File: src/rtl/light_pkg.sv
`default_nettype none
// ============================================================================
// Module  : light_pkg
// Brief   : Shared constants and types for the seven-segment light controller.
// Revision: 1.0
// ============================================================================
package light_pkg;

  localparam logic [1:0] REG_DATA = 2'd0;
  localparam logic [1:0] REG_CTRL = 2'd1;
  localparam logic [1:0] REG_DIV  = 2'd2;
  localparam logic [1:0] REG_STAT = 2'd3;

  localparam int CTRL_EN    = 0;
  localparam int CTRL_DEC   = 1;
  localparam int CTRL_BLINK = 2;

  localparam logic [7:0] DEC_SAT = 8'd99;

  typedef enum logic [1:0] {
    BUS_IDLE = 2'd0,
    BUS_ACK  = 2'd1,
    BUS_GAP  = 2'd2
  } bus_state_t;

  typedef enum logic {
    CNV_IDLE = 1'b0,
    CNV_SUB  = 1'b1
  } cnv_state_t;

  // Values above the two-digit decimal range are pinned to 99.
  function automatic logic [6:0] dec_clamp(input logic [7:0] v);
    return 7'((v > DEC_SAT) ? DEC_SAT : v);
  endfunction

endpackage
`default_nettype wire

File: src/rtl/light_reg_ctrl_if.sv
`default_nettype none
// ============================================================================
// Module  : light_reg_ctrl_if
// Brief   : CPU peripheral bus request/acknowledge interface.
// Revision: 1.0
// ============================================================================
interface light_reg_ctrl_if;
  import light_pkg::*;

  logic        I_req;
  logic        I_we;
  logic [3:0]  I_addr;
  logic [31:0] I_wdata;
  logic        O_ack;
  logic [31:0] O_rdata;

  modport master (
    output I_req, I_we, I_addr, I_wdata,
    input  O_ack, O_rdata
  );

  modport slave (
    input  I_req, I_we, I_addr, I_wdata,
    output O_ack, O_rdata
  );

endinterface
`default_nettype wire

File: src/rtl/light_bin2bcd.sv
`default_nettype none
// ============================================================================
// Module  : light_bin2bcd
// Brief   : Binary (0..99) to two-digit BCD by repeated subtraction of ten.
// Revision: 1.0
// ============================================================================
module light_bin2bcd
  import light_pkg::*;
(
  input  logic       I_clk,
  input  logic       I_rst_n,
  input  logic       start,
  input  logic [6:0] value,
  output logic       busy,
  output logic       done,
  output logic [7:0] bcd
);

  cnv_state_t state, state_nxt;
  logic [6:0] rem, rem_nxt;
  logic [3:0] tens, tens_nxt;

  always_ff @(posedge I_clk or negedge I_rst_n) begin
    if (!I_rst_n) begin
      state <= CNV_IDLE;
      rem   <= '0;
      tens  <= '0;
    end else begin
      state <= state_nxt;
      rem   <= rem_nxt;
      tens  <= tens_nxt;
    end
  end

  // A start always wins, so a new value aborts any conversion in flight.
  always_comb begin
    state_nxt = state;
    rem_nxt   = rem;
    tens_nxt  = tens;
    done      = 1'b0;
    if (start) begin
      state_nxt = CNV_SUB;
      rem_nxt   = value;
      tens_nxt  = '0;
    end else if (state == CNV_SUB) begin
      if (rem >= 7'd10) begin
        rem_nxt  = rem - 7'd10;
        tens_nxt = tens + 4'd1;
      end else begin
        done      = 1'b1;
        state_nxt = CNV_IDLE;
      end
    end
  end

  assign busy = (state == CNV_SUB);
  assign bcd  = {tens, rem[3:0]};

endmodule
`default_nettype wire

File: src/rtl/light_reg_ctrl.sv
`default_nettype none
// ============================================================================
// Module  : light_reg_ctrl
// Brief   : Bus slave holding display value/control, hex/decimal conversion
//           and blink gating for the two-digit seven-segment driver.
// Revision: 1.0
// ============================================================================
module light_reg_ctrl
  import light_pkg::*;
#(
  parameter int unsigned          P_DIV_W     = 24,
  parameter logic [P_DIV_W-1:0]   P_BLINK_RST = P_DIV_W'(5000000)
)(
  input  logic              I_clk,
  input  logic              I_rst_n,
  light_reg_ctrl_if.slave   bus,
  output logic [7:0]        O_show_num,
  output logic              O_show_en
);

  bus_state_t         bus_state, bus_state_nxt;
  logic               fire, wr;
  logic [1:0]         idx;
  logic [31:0]        rd_mux, rdata_reg;

  logic [7:0]         data_reg;
  logic [2:0]         ctrl_reg;
  logic [P_DIV_W-1:0] div_reg, blink_cnt, blink_lim;
  logic               phase, ovf;

  logic               new_dec;
  logic [7:0]         new_data;
  logic               cnv_start, cnv_busy, cnv_done;
  logic [6:0]         cnv_value;
  logic [7:0]         cnv_bcd;

  logic               unused_bits;
  assign unused_bits = ^{bus.I_addr[1:0], bus.I_wdata};

  always_ff @(posedge I_clk or negedge I_rst_n) begin
    if (!I_rst_n) bus_state <= BUS_IDLE;
    else          bus_state <= bus_state_nxt;
  end

  // The GAP state keeps a held request from being acked on back-to-back cycles.
  always_comb begin
    bus_state_nxt = bus_state;
    case (bus_state)
      BUS_IDLE: if (bus.I_req) bus_state_nxt = BUS_ACK;
      BUS_ACK:  bus_state_nxt = BUS_GAP;
      BUS_GAP:  bus_state_nxt = BUS_IDLE;
      default:  bus_state_nxt = BUS_IDLE;
    endcase
  end

  assign fire        = (bus_state == BUS_IDLE) && bus.I_req;
  assign wr          = fire && bus.I_we;
  assign idx         = bus.I_addr[3:2];
  assign bus.O_ack   = (bus_state == BUS_ACK);
  assign bus.O_rdata = rdata_reg;

  assign ovf = ctrl_reg[CTRL_DEC] && (data_reg > DEC_SAT);

  always_comb begin
    rd_mux = '0;
    case (idx)
      REG_DATA: rd_mux[7:0]         = data_reg;
      REG_CTRL: rd_mux[2:0]         = ctrl_reg;
      REG_DIV:  rd_mux[P_DIV_W-1:0] = div_reg;
      default:  rd_mux[2:0]         = {cnv_busy, ovf, phase};
    endcase
  end

  always_ff @(posedge I_clk or negedge I_rst_n) begin
    if (!I_rst_n)             rdata_reg <= '0;
    else if (fire && !bus.I_we) rdata_reg <= rd_mux;
    else                      rdata_reg <= '0;
  end

  always_ff @(posedge I_clk or negedge I_rst_n) begin
    if (!I_rst_n) begin
      data_reg <= '0;
      ctrl_reg <= 3'b001;
      div_reg  <= P_BLINK_RST;
    end else if (wr) begin
      case (idx)
        REG_DATA: data_reg <= bus.I_wdata[7:0];
        REG_CTRL: ctrl_reg <= bus.I_wdata[2:0];
        REG_DIV:  div_reg  <= bus.I_wdata[P_DIV_W-1:0];
        default:  ;
      endcase
    end
  end

  // Conversion is launched from the post-write register values.
  assign new_dec   = (idx == REG_CTRL) ? bus.I_wdata[CTRL_DEC] : ctrl_reg[CTRL_DEC];
  assign new_data  = (idx == REG_DATA) ? bus.I_wdata[7:0] : data_reg;
  assign cnv_start = wr && ((idx == REG_DATA) || (idx == REG_CTRL)) && new_dec;
  assign cnv_value = dec_clamp(new_data);

  light_bin2bcd u_bin2bcd (
    .I_clk   (I_clk),
    .I_rst_n (I_rst_n),
    .start   (cnv_start),
    .value   (cnv_value),
    .busy    (cnv_busy),
    .done    (cnv_done),
    .bcd     (cnv_bcd)
  );

  assign blink_lim = (div_reg == '0) ? '0 : div_reg - 1'b1;

  always_ff @(posedge I_clk or negedge I_rst_n) begin
    if (!I_rst_n) begin
      blink_cnt <= '0;
      phase     <= 1'b1;
    end else if (!ctrl_reg[CTRL_BLINK]) begin
      blink_cnt <= '0;
      phase     <= 1'b1;
    end else if (wr && (idx == REG_DIV)) begin
      blink_cnt <= '0;
    end else if (blink_cnt >= blink_lim) begin
      blink_cnt <= '0;
      phase     <= ~phase;
    end else begin
      blink_cnt <= blink_cnt + 1'b1;
    end
  end

  always_ff @(posedge I_clk or negedge I_rst_n) begin
    if (!I_rst_n) begin
      O_show_num <= '0;
      O_show_en  <= 1'b1;
    end else begin
      O_show_en <= ctrl_reg[CTRL_EN] & (~ctrl_reg[CTRL_BLINK] | phase);
      if (!ctrl_reg[CTRL_DEC])
        O_show_num <= data_reg;
      else if (cnv_done)
        O_show_num <= cnv_bcd;
    end
  end

endmodule
`default_nettype wire

File: src/flat_wrapper.sv
// flat-port wrapper written by rule: the top's interface ports become plain ports
module light_reg_ctrl_flat import light_pkg::*;
#(
  parameter int unsigned          P_DIV_W     = 24,
  parameter logic [P_DIV_W-1:0]   P_BLINK_RST = P_DIV_W'(5000000)
)
  (I_clk, I_rst_n, O_show_num, O_show_en, bus_I_req, bus_I_we, bus_I_addr, bus_I_wdata, bus_O_ack, bus_O_rdata);
  light_reg_ctrl_if bus_i ();
  input  logic I_clk;
  input  logic I_rst_n;
  output logic [7:0] O_show_num;
  output logic O_show_en;
  input wire logic [$bits(bus_i.I_req)-1:0] bus_I_req;
  input wire logic [$bits(bus_i.I_we)-1:0] bus_I_we;
  input wire logic [$bits(bus_i.I_addr)-1:0] bus_I_addr;
  input wire logic [$bits(bus_i.I_wdata)-1:0] bus_I_wdata;
  output wire logic [$bits(bus_i.O_ack)-1:0] bus_O_ack;
  output wire logic [$bits(bus_i.O_rdata)-1:0] bus_O_rdata;
  assign bus_i.I_req = bus_I_req;
  assign bus_i.I_we = bus_I_we;
  assign bus_i.I_addr = bus_I_addr;
  assign bus_i.I_wdata = bus_I_wdata;
  assign bus_O_ack = bus_i.O_ack;
  assign bus_O_rdata = bus_i.O_rdata;
  light_reg_ctrl #(.P_DIV_W(P_DIV_W), .P_BLINK_RST(P_BLINK_RST)) u_core (.I_clk(I_clk), .I_rst_n(I_rst_n), .bus(bus_i), .O_show_num(O_show_num), .O_show_en(O_show_en));
endmodule
File: config.mk
export PLATFORM = sky130hd
export DESIGN_NAME = light_reg_ctrl_flat
export DESIGN_NICKNAME = d
export VERILOG_FILES = /design/src/rtl/light_pkg.sv /design/src/rtl/light_reg_ctrl_if.sv /design/src/rtl/light_bin2bcd.sv /design/src/rtl/light_reg_ctrl.sv /design/src/flat_wrapper.sv
export SDC_FILE = /design/constraint.sdc
export NUM_CORES = 1
export LEC_CHECK = 0
export BUFFER_PORTS_ARGS = -buffer_cell sky130_fd_sc_hd__buf_2
export CAP_MARGIN = 20
export CORE_ASPECT_RATIO = 0.6
export CORE_MARGIN = 1
export CORE_UTILIZATION = 40
export DETAILED_ROUTE_END_ITERATION = 12
export PLACE_DENSITY = 0.6
export SLEW_MARGIN = 20
export SYNTH_ARGS = -nofsm -noshare
export SYNTH_HDL_FRONTEND = slang
export SYNTH_HIERARCHICAL = 1
export SYNTH_SLANG_ARGS = --single-unit
File: constraint.sdc
create_clock -name I_clk -period 3 [get_ports I_clk]
set_input_delay 0.3 -clock I_clk [delete_from_list [all_inputs] [get_ports I_clk]]
set_output_delay 0.3 -clock I_clk [all_outputs]
set_load 0.05 [all_outputs]
==> summary.txt <==
status -> complete, but fails checks
violated checks -> negative hold slack, negative setup slack
leakage power -> 3.43 nW
dpl hpwl -> 10.9 mm
GRT overflow -> 0
initial antenna violation count -> 0
CTS Buf Count -> 9
R2R depth -> 14
initial DRC count -> 343
remaining antenna violation count after routing -> 0
Hold Crit Class -> in2async
Seq/Total Area, Yosys -> 0.456
largest net degree at the start of global routing -> 56
DR vias/cell -> 5.15
Ys Warns -> 6
clock transition at the registers of the reported paths -> 0.07 ns
effective utilization at floorplan -> 0.421
post-route insts no fill -> 913
Data arrival, critical path -> 3.36 ns
Die Y -> 96.1 µm
cell with the most instances after synthesis -> nand2_1
row cnt -> 33
hold slack -> -0.0135 ns
WL per Instance -> 16.2 µm
drt first pass iters -> 5
Clock Tree Buf Depth -> 2
CTS root buffer -> clkbuf_16
Most common cell on crit path -> nand2_1
Synth Register Bits -> 107
Netlist cell types -> 56
placed instance area -> 6710 µm²
Reg-to-Reg Start -> u_core/div_reg[7]
Ports -> 82
CP endpoint kind -> flip-flop
clk_skew -> 0.00985 ns
Post-synth EDFFs -> 0
Tmin final -> 3.09 ns
final instance area -> 7190 µm²
area of the mapped netlist -> 5900 µm²
DRC viols -> 0
critical path peak fanout -> 12
proportion of layout cells with a drive suffix above 1 -> 0.283
die width -> 159 µm
Req. time, crit path -> 3.27 ns
Highest Clock Rate -> 324 MHz
placed cells -> 894
Multi-input gate area -> 3200 µm²
register area -> 2690 µm²
share of the synthesized area in the top cell type -> 0.407
pre-CTS WS -> -0.142 ns
vias in the first global route -> 4,497
Power Total -> 5.41 mW
setup slack, reg-to-reg -> -0.09 ns
worst skew pair latency -> 0.35 ns
final hold viol count -> 5
RSZ-0062 raised after global routing -> true
Core Util, Final -> 0.514
Die ar. -> 15,200 µm²
Setup Crit Path Kind -> reg2reg
GPL Wtd Cong -> 0.819
top post-synthesis cells by area -> dfrtp_1, nand2_1, ha_1
CP max stage cell -> or3_4
fillcell total -> 1,268
post-synth top area cell -> dfrtp_1
peak supply drop -> 0.545 mV
number of H-tree levels -> 3
hold buffers post-CTS -> 0
Post-synth top cells -> nand2_1, dfrtp_1, nor2_1
Final Setup Violations -> 24
first-pass GRT wire length -> 23.2 mm
Post-Syn Instances -> 621
crit-path cells -> nor4_4 -> nand3b_1 -> buf_6 -> nor3_4 -> nand2_1 -> xnor2_1 -> nand2_1 -> ha_4 -> buf_4 -> a211oi_4 -> nand3_1 -> or3_4 -> buf_12 -> nor2_1
Nets -> 785
ant diodes -> 0
Max stage delay on crit path -> 0.45 ns
Vias -> 4,698
actual slew at the worst max-slew pin -> 0.720 ns
Fin Setup TNS -> -1.49 ns
worst r2r dst -> u_core/blink_cnt[23]
CTS tree -> done
core area -> 14,000 µm²
PnR worst setup slack -> -0.0854 ns
post-route clock period utilization -> 1.03
synthesized area per cell -> 9.50 µm²
routed wire length -> 14.8 mm
clk sinks -> 107
Slew Limit Fails -> 0
share of flip-flops with an asynchronous set or reset -> 1.00
GRT Total Usage -> 0.196
crit path launch type -> flip-flop
ys flop type -> dfrtp_1
max cap viols -> 0
Port Buffer Count -> 63
power per cell area -> 752 nW/µm²
Layout area overhead -> 21.9%
worst rel slew slack -> 0.520
==> routing by layer <==
layer / global-route usage / vias up / part of all wire
li1: - / 2258 / -
met1: 0.303 / 2305 / 0.53
met2: 0.277 / 124 / 0.41
met3: 0.0383 / 11 / 0.047
met4: 0.0413 / 0 / 0.0080
met5: 0 / - / 0
==> worst max-delay path, delay by kind of cell, from the launching register on <==
kind,cells,cell delay [ns]
compound gates,1,0.25
xor+xnor,1,0.15
fa+ha+maj,1,0.23
buf+inv,3,0.47
flops,1,0.41
simple gates,8,1.50
==> area by class of cell <==
type | count | share of cell area
multi-input combinational | 476 | 0.445
sequential | 107 | 0.374
timing repair buffer | 111 | 0.102
clock buffer | 11 | 0.0338
tap | 192 | 0.0334
clock inverter | 5 | 0.00592
inverter | 11 | 0.00574
==> power by group <==
group,leakage [nW],total [mW],switching (mW),internal (mW)
Sequential,1.37,2.11,0.331,1.78
Combinational,1.92,2.14,1.24,0.900
Clock,0.137,1.16,0.560,0.598
==> cell families after synthesis <==
family,count (synthesis),synth area share
xor+xnor,45,0.0668
buf+inv,45,0.0437
compound gates,60,0.0639
fa+ha+maj,29,0.0615
mux,31,0.0596
flops,107,0.456
simple gates,303,0.247
other cells,1,0.000636
==> how the worst max path moves through the flow <==
stage / to / from / slack (ns) / cells after the start
2_1_floorplan: u_core/blink_cnt[0] / u_core/div_reg[7] / -0.03 / 14
3_3_place_gp: u_core/blink_cnt[23] / u_core/div_reg[7] / -0.05 / 14
3_5_place_dp: u_core/blink_cnt[7] / u_core/div_reg[16] / -0.14 / 14
4_1_cts: u_core/blink_cnt[7] / u_core/div_reg[7] / -0.07 / 15
5_1_grt: u_core/blink_cnt[2] / u_core/div_reg[7] / -0.28 / 15
6_report: u_core/blink_cnt[23] / u_core/div_reg[7] / -0.09 / 14
==> repair_timing <==
| item | 4_1_cts | 5_1_grt |
|---|---|---|
| endpoints found under the setup margin | 25 | 25 |
| setup buffers | 1 | 0 |
| pin swaps | 6 | 8 |
| cloned | 0 | 2 |
| hold endpoints to repair | 0 | 0 |
| gates resized for setup | 8 | 25 |
==> cell usage in the layout (no fill, tap or decap), types with 18 or more instances in the layout <==
| master | count |
|---|---|
| buf_4 | 43 |
| xor2_1 | 27 |
| nor2_1 | 51 |
| and2_1 | 18 |
| nand2_1 | 131 |
| dfrtp_1 | 96 |
| buf_2 | 62 |
| ha_1 | 25 |
| a21oi_1 | 23 |
No activity file was read; power rests on OpenSTA's default activity.
